$ cat config.mk
export PLATFORM = sky130hd
export DESIGN_NAME = chameleon_usart_rx
export DESIGN_NICKNAME = d
export VERILOG_FILES = /design/src/rtl/chameleon_usart_pkg.sv /design/src/rtl/chameleon_usart_rx_fifo.sv /design/src/rtl/chameleon_usart_rx.sv
export SDC_FILE = /design/constraint.sdc
export NUM_CORES = 1
export LEC_CHECK = 0
export ABC_AREA = 0
export BUFFER_PORTS_ARGS = -buffer_cell sky130_fd_sc_hd__clkbuf_2
export CAP_MARGIN = 25
export CORE_MARGIN = 2
export CORE_UTILIZATION = 58
export CTS_CLUSTER_DIAMETER = 60
export DETAILED_ROUTE_END_ITERATION = 6
export PLACE_DENSITY = 0.78
export SKIP_LAST_GASP = 1
export SLEW_MARGIN = 15
export SYNTH_ARGS = -nofsm -noshare
export SYNTH_HDL_FRONTEND = slang
export SYNTH_SLANG_ARGS = --single-unit
$ cat constraint.sdc
create_clock -name sysclk -period 2.36 [get_ports sysclk]
set_clock_uncertainty 0.2 [all_clocks]
set_input_delay 0.236 -clock sysclk [delete_from_list [all_inputs] [get_ports sysclk]]
set_output_delay 0.236 -clock sysclk [all_outputs]
set_load 0.01 [all_outputs]
$ cat src/rtl/chameleon_usart_pkg.sv
// Shared definitions for the Chameleon microcontroller-link USART receiver:
// deframer state encoding, character width and synchroniser depth.
package chameleon_usart_pkg;

  // Data bits per character (start + 8 data + stop framing).
  localparam int USART_DATA_BITS = 8;

  // Flip-flops in each input synchroniser chain.
  localparam int USART_SYNC_STAGES = 2;

  // Deframer states.
  typedef enum logic [1:0] {
    IDLE = 2'd0,
    DATA = 2'd1,
    STOP = 2'd2
  } rx_state_e;

endpackage

$ cat src/rtl/chameleon_usart_rx_fifo.sv
// Receive buffer between the deframer and the sysclk-side consumer.
// Build option CHAMELEON_USART_RX_FIFO_EN selects a FIFO_DEPTH-entry circular
// FIFO; without it the buffer is a single holding register.
// Show-ahead: rd_data always presents the oldest entry while not empty.
// A pop on a full buffer frees the slot in the same cycle, so a coincident
// push is accepted.
module chameleon_usart_rx_fifo
  import chameleon_usart_pkg::*;
#(
  parameter int FIFO_DEPTH = 4
) (
  input  logic                       sysclk,
  input  logic                       n_reset,
  input  logic                       push,
  input  logic                       pop,
  input  logic [USART_DATA_BITS-1:0] wr_data,
  output logic [USART_DATA_BITS-1:0] rd_data,
  output logic                       full,
  output logic                       empty
);

`ifdef CHAMELEON_USART_RX_FIFO_EN

  localparam int AW = $clog2(FIFO_DEPTH);

  logic [USART_DATA_BITS-1:0] mem [FIFO_DEPTH];
  // Pointers carry one extra wrap bit to tell full from empty.
  logic [AW:0] wr_ptr;
  logic [AW:0] rd_ptr;
  logic        do_push;
  logic        do_pop;

  assign empty   = (wr_ptr == rd_ptr);
  assign full    = (wr_ptr[AW] != rd_ptr[AW]) && (wr_ptr[AW-1:0] == rd_ptr[AW-1:0]);
  assign do_pop  = pop && !empty;
  assign do_push = push && (!full || do_pop);
  assign rd_data = mem[rd_ptr[AW-1:0]];

  // Storage and pointer update; contents reset to zero so rd_data reads 0.
  always_ff @(posedge sysclk or negedge n_reset) begin
    if (!n_reset) begin
      wr_ptr <= '0;
      rd_ptr <= '0;
      for (int i = 0; i < FIFO_DEPTH; i++) begin
        mem[i] <= '0;
      end
    end else begin
      if (do_push) begin
        mem[wr_ptr[AW-1:0]] <= wr_data;
        wr_ptr              <= wr_ptr + 1'b1;
      end
      if (do_pop) begin
        rd_ptr <= rd_ptr + 1'b1;
      end
    end
  end

`else

  // FIFO_DEPTH has no role with a single holding register.
  localparam int fifo_depth_unused = FIFO_DEPTH;

  logic [USART_DATA_BITS-1:0] hold_q;
  logic                       hold_valid;
  logic                       do_push;
  logic                       do_pop;

  assign empty   = !hold_valid;
  assign full    = hold_valid;
  assign rd_data = hold_q;
  assign do_pop  = pop && hold_valid;
  assign do_push = push && (!hold_valid || do_pop);

  // Single-entry holding register; a push wins over a coincident pop.
  always_ff @(posedge sysclk or negedge n_reset) begin
    if (!n_reset) begin
      hold_q     <= '0;
      hold_valid <= 1'b0;
    end else if (do_push) begin
      hold_q     <= wr_data;
      hold_valid <= 1'b1;
    end else if (do_pop) begin
      hold_valid <= 1'b0;
    end
  end

`endif

endmodule

$ cat src/rtl/chameleon_usart_rx.sv
// Synchronous serial receiver for the Chameleon microcontroller link.
// Samples usart_tx on rising edges of the externally supplied usart_clk,
// deframes start/8-data/stop characters (LSB first) and hands bytes to the
// sysclk domain through a buffer.
// Build option CHAMELEON_USART_RX_FIFO_EN: multi-entry FIFO instead of a
// single holding register (see chameleon_usart_rx_fifo).
//
// Output handshake: rx_valid high means rx_data holds the oldest received
// byte; a byte transfers on every sysclk cycle where rx_valid & rx_ready,
// and rx_data only moves on to the next byte after such a transfer.
//
// frame_err / overrun / timeout are single-cycle pulses raised the cycle after
// the usart_clk edge (or timeout count) that caused them. The deframer state
// is held in the enum-typed register 'state'.
module chameleon_usart_rx #(
  parameter int FIFO_DEPTH     = 4,
  parameter int TIMEOUT_CYCLES = 4095
) (
  input  logic       sysclk,
  input  logic       n_reset,
  input  logic       usart_clk,
  input  logic       usart_tx,
  output logic [7:0] rx_data,
  output logic       rx_valid,
  input  logic       rx_ready,
  output logic       frame_err,
  output logic       overrun,
  output logic       timeout,
  output logic       busy
);

  import chameleon_usart_pkg::*;

  localparam int              TW       = $clog2(TIMEOUT_CYCLES + 1);
  localparam logic [TW-1:0]   TO_LIMIT = TW'(TIMEOUT_CYCLES);
  localparam int              BW       = $clog2(USART_DATA_BITS);
  localparam logic [BW-1:0]   LAST_BIT = BW'(USART_DATA_BITS - 1);

  logic [USART_SYNC_STAGES-1:0] clk_sync;
  logic [USART_SYNC_STAGES-1:0] dat_sync;
  logic                         clk_prev;
  logic                         clk_rise;
  logic                         rx_bit;

  rx_state_e                  state;
  logic [BW-1:0]              bitcnt;
  logic [USART_DATA_BITS-1:0] shreg;
  logic [TW-1:0]              to_cnt;
  logic                       to_hit;

  logic push_req;
  logic pop;
  logic fifo_full;
  logic fifo_empty;

  // Two-flop synchronisers (idle-high reset) plus the clock-edge history flop.
  always_ff @(posedge sysclk or negedge n_reset) begin
    if (!n_reset) begin
      clk_sync <= '1;
      dat_sync <= '1;
      clk_prev <= 1'b1;
    end else begin
      clk_sync <= {clk_sync[USART_SYNC_STAGES-2:0], usart_clk};
      dat_sync <= {dat_sync[USART_SYNC_STAGES-2:0], usart_tx};
      clk_prev <= clk_sync[USART_SYNC_STAGES-1];
    end
  end

  assign clk_rise = clk_sync[USART_SYNC_STAGES-1] & ~clk_prev;
  assign rx_bit   = dat_sync[USART_SYNC_STAGES-1];

  // An edge always wins over an expiring count; the count only matters mid-frame.
  assign to_hit = (state != IDLE) && !clk_rise && (to_cnt == TO_LIMIT);

  // Inter-edge watchdog: cleared on each edge and while idle, saturates at the limit.
  always_ff @(posedge sysclk or negedge n_reset) begin
    if (!n_reset) begin
      to_cnt <= '0;
    end else if ((state == IDLE) || clk_rise) begin
      to_cnt <= '0;
    end else if (to_cnt != TO_LIMIT) begin
      to_cnt <= to_cnt + 1'b1;
    end
  end

  // Deframer FSM with registered frame_err / timeout pulses.
  always_ff @(posedge sysclk or negedge n_reset) begin
    if (!n_reset) begin
      state     <= IDLE;
      bitcnt    <= '0;
      shreg     <= '0;
      frame_err <= 1'b0;
      timeout   <= 1'b0;
    end else begin
      frame_err <= 1'b0;
      timeout   <= 1'b0;
      case (state)
        IDLE: begin
          if (clk_rise && !rx_bit) begin
            state  <= DATA;
            bitcnt <= '0;
          end
        end
        DATA: begin
          if (clk_rise) begin
            shreg  <= {rx_bit, shreg[USART_DATA_BITS-1:1]};
            bitcnt <= bitcnt + BW'(1);
            if (bitcnt == LAST_BIT) begin
              state <= STOP;
            end
          end else if (to_hit) begin
            timeout <= 1'b1;
            state   <= IDLE;
          end
        end
        STOP: begin
          if (clk_rise) begin
            frame_err <= !rx_bit;
            state     <= IDLE;
          end else if (to_hit) begin
            timeout <= 1'b1;
            state   <= IDLE;
          end
        end
        default: state <= IDLE;
      endcase
    end
  end

  // A good stop bit hands the assembled byte to the buffer on the edge cycle.
  assign push_req = (state == STOP) && clk_rise && rx_bit;
  assign pop      = rx_valid && rx_ready;
  assign rx_valid = !fifo_empty;
  assign busy     = (state != IDLE);

  // Overrun pulse: a completed byte arrives while the buffer is full and
  // nothing is being taken out in the same cycle.
  always_ff @(posedge sysclk or negedge n_reset) begin
    if (!n_reset) begin
      overrun <= 1'b0;
    end else begin
      overrun <= push_req && fifo_full && !pop;
    end
  end

  chameleon_usart_rx_fifo #(
    .FIFO_DEPTH (FIFO_DEPTH)
  ) u_fifo (
    .sysclk  (sysclk),
    .n_reset (n_reset),
    .push    (push_req),
    .pop     (pop),
    .wr_data (shreg),
    .rd_data (rx_data),
    .full    (fifo_full),
    .empty   (fifo_empty)
  );

endmodule

==> run metrics <==
largest net degree at the start of global routing=43; most frequent cells in the layout=dfrtp_1, clkbuf_2, mux2_2, nand2_1, nor2_1; Post-DP HPWL=2.51 mm; PD cells=902 nW/um^2; CTS tree=yes; Post-Syn Instances=161; net switching power=0.655 mW; Yosys top cell area share=47.2%; full die area=3870 um^2; DR pass1 iterations=4; area of the multi-input gates=857 um^2; static leakage=1.04 nW; Seq pwr share=49.3%; Final #Nets=200; Comb pwr share=28.3%; clock power share=22.4%; Arr. time, crit path=1510 ps; dpl cells=223; Clock Latency Late Sink=340 ps; Layout area overhead=13.7%; post-detailed-route wirelength per cell=14.6 um; FF/Latch Area=1060 um^2; DRT iter0 DRCs=77; Boundary Pins=18; Die H=62.2 um; post-route cell area=2230 um^2; Switching Share=32.5%; Non-Filler Instances=235; starting density of the core=59.8%; Worst-path clk slew=120 ps; IO Port Bufs=17; synthesized area per cell=12.2 um^2; Setup crit end kind=output port; first-pass GRT wire length=6.38 mm; Hold Crit Class=reg -> reg; max_cap viols=0; final setup TNS=0 ps; row count=21; worst-path fanout max=9; CTS buffer count=5; Final ANT Viol Nets=0; share of layout cells above drive strength 1=32.3%; postcts setup bufs=0; Setup CP Type=reg -> out; Worst VDD drop=0.553 mV; Slew @ Worst Pin=505 ps; Post-synth EDFFs=0; Distinct cells, synth=46; total global-route track usage=20.6%; Worst EP required=1920 ps; Yosys reg bits=42; sequential area share after synthesis=53.9%; Via density=5.63; Cell Area, Synth=1960 um^2; commonest non-fill, non-tap cell in the layout=dfrtp_1; CTS resizes=0; vias in the first global route=1422; Clock Tree Root=clkbuf_4; routability congestion estimate=0.845; DRC viols=0; Yosys warning count=0; dominant cells by area after synthesis=dfrtp_1, mux2_2, dfstp_2; Slew Viols, Final=0; asr flop ratio synth=100%; Final min period=1940 ps; Core Util, Final=68.0%; setup violators final=0; CTS Sinks=42; Max clock buf depth=2; status=completed; fmax=515 MHz; H-tree lvl count=2; initial antenna violation count=0; Syn Nets=173; final period utilization=82.3%; Hold-fix buffers, CTS=4; startpoint types=flop; post-synth top area cell=dfrtp_1; Synth Flop Type=dfrtp_1; final hold violations=0; die span in x=62.2 um; RSZ-0062 raised after global routing=false; cell internal pwr=1.36 mW; Max-slew headroom=66.3%; Post-DP Area=2110 um^2; vias=1324; filler cell count=262; n_diodes=0; Final Routed Wirelength=3.44 mm; Core Box Area=3280 um^2; remaining global-route overflow=0
-- layer usage --
layer  global-route usage, %  wire length, um  up-vias
met4                    7.50               44        0
met3                    5.25              103        6
met2                    36.0             1780       24
li1                        -                -      638
met5                       0                0        -
met1                    24.6             1510      656
-- power by group through the flow --
stage / logic [mW] / registers (mW) / clock network, mW
global route: 0.646 / 1.02 / 0.495
detailed placement: 0.567 / 1.01 / 0
floorplan: 0.412 / 0.982 / 0
finish: 0.570 / 0.993 / 0.450
CTS: 0.576 / 0.996 / 0.463
global placement: 0.546 / 0.997 / 0
-- worst max-delay path, cell delays in order, from the launching register on --
cell      delay, ps
dfrtp_1         420
inv_1           120
ha_1            350
inv_1           120
clkbuf_2        140
-- worst paths after layout --
check	start	endpoint	slack, ps	cells past startpoint
setup reg to reg	clk_sync[1]	u_fifo.rd_data[6]	440	5
hold reg to reg	clk_sync[0]	clk_sync[1]	160	0
min in group asynchronous	n_reset	timeout	270	3
setup / recovery	state[0]	busy	420	4
max in group asynchronous	n_reset	clk_prev	1320	3
hold / removal	clk_sync[0]	clk_sync[1]	160	0
-- sequential cells by signal (all words and copies together) (netlist names) --
name	cells
clk_sync	2
state	2
dat_sync	2
timeout	1
to_cnt	12
u_fifo.rd_data	8
bitcnt	3
overrun	1
u_fifo.full	1
clk_prev	1
frame_err	1
shreg	8
-- synth_stat cells, types with 2 or more instances --
library cell	count
inv_1	7
dfstp_2	5
ha_1	7
dfrtp_1	37
o32ai_1	2
nand3_1	3
or4_1	2
nand3_2	2
nand2_1	12
o211ai_1	2
xor2_1	2
xnor2_1	4
a22o_1	2
nand2b_1	2
and3_1	2
nand3b_1	2
mux2i_1	2
a21oi_1	4
o21ai_0	2
nor2_1	11
nand4_1	3
mux2_2	15
a211oi_1	3
a2111oi_2	3
buf_2	3
clkbuf_1	2
-- metrics by stage --
| step | power [mW] | setup slack (ps) | hold WS, ps |
|---|---|---|---|
| final | 2.01 | 418 | 164 |
| after CTS | 2.03 | 397 | 165 |
| after global placement | 1.54 | 514 | 122 |
| after detailed placement | 1.58 | 465 | 128 |
| after floorplan | 1.39 | 574 | -260 |
| after global routing | 2.16 | 282 | 170 |
-- kinds of logic (layout without fill, tap and decap cells) --
| group | Yosys count | count (layout) | synth area share, % |
|---|---|---|---|
| compound gates | 26 | 26 | 11.1 |
| xor+xnor | 6 | 6 | 2.68 |
| fa+ha+maj | 7 | 7 | 4.46 |
| buf+inv | 12 | 40 | 2.49 |
| flops | 42 | 42 | 53.9 |
| mux | 17 | 17 | 9.62 |
| simple gates | 51 | 51 | 15.8 |
-- layout make-up --
class                           instances  area share [%]
Tap cell                               46            2.58
Clock buffer                            6            1.85
Sequential cell                        42            47.4
Clock inverter                          2            1.68
Timing Repair Buffer                   25            6.95
Multi-Input combinational cell        107            38.4
Inverter                                7            1.18
Power figures use the tool's default switching activity.
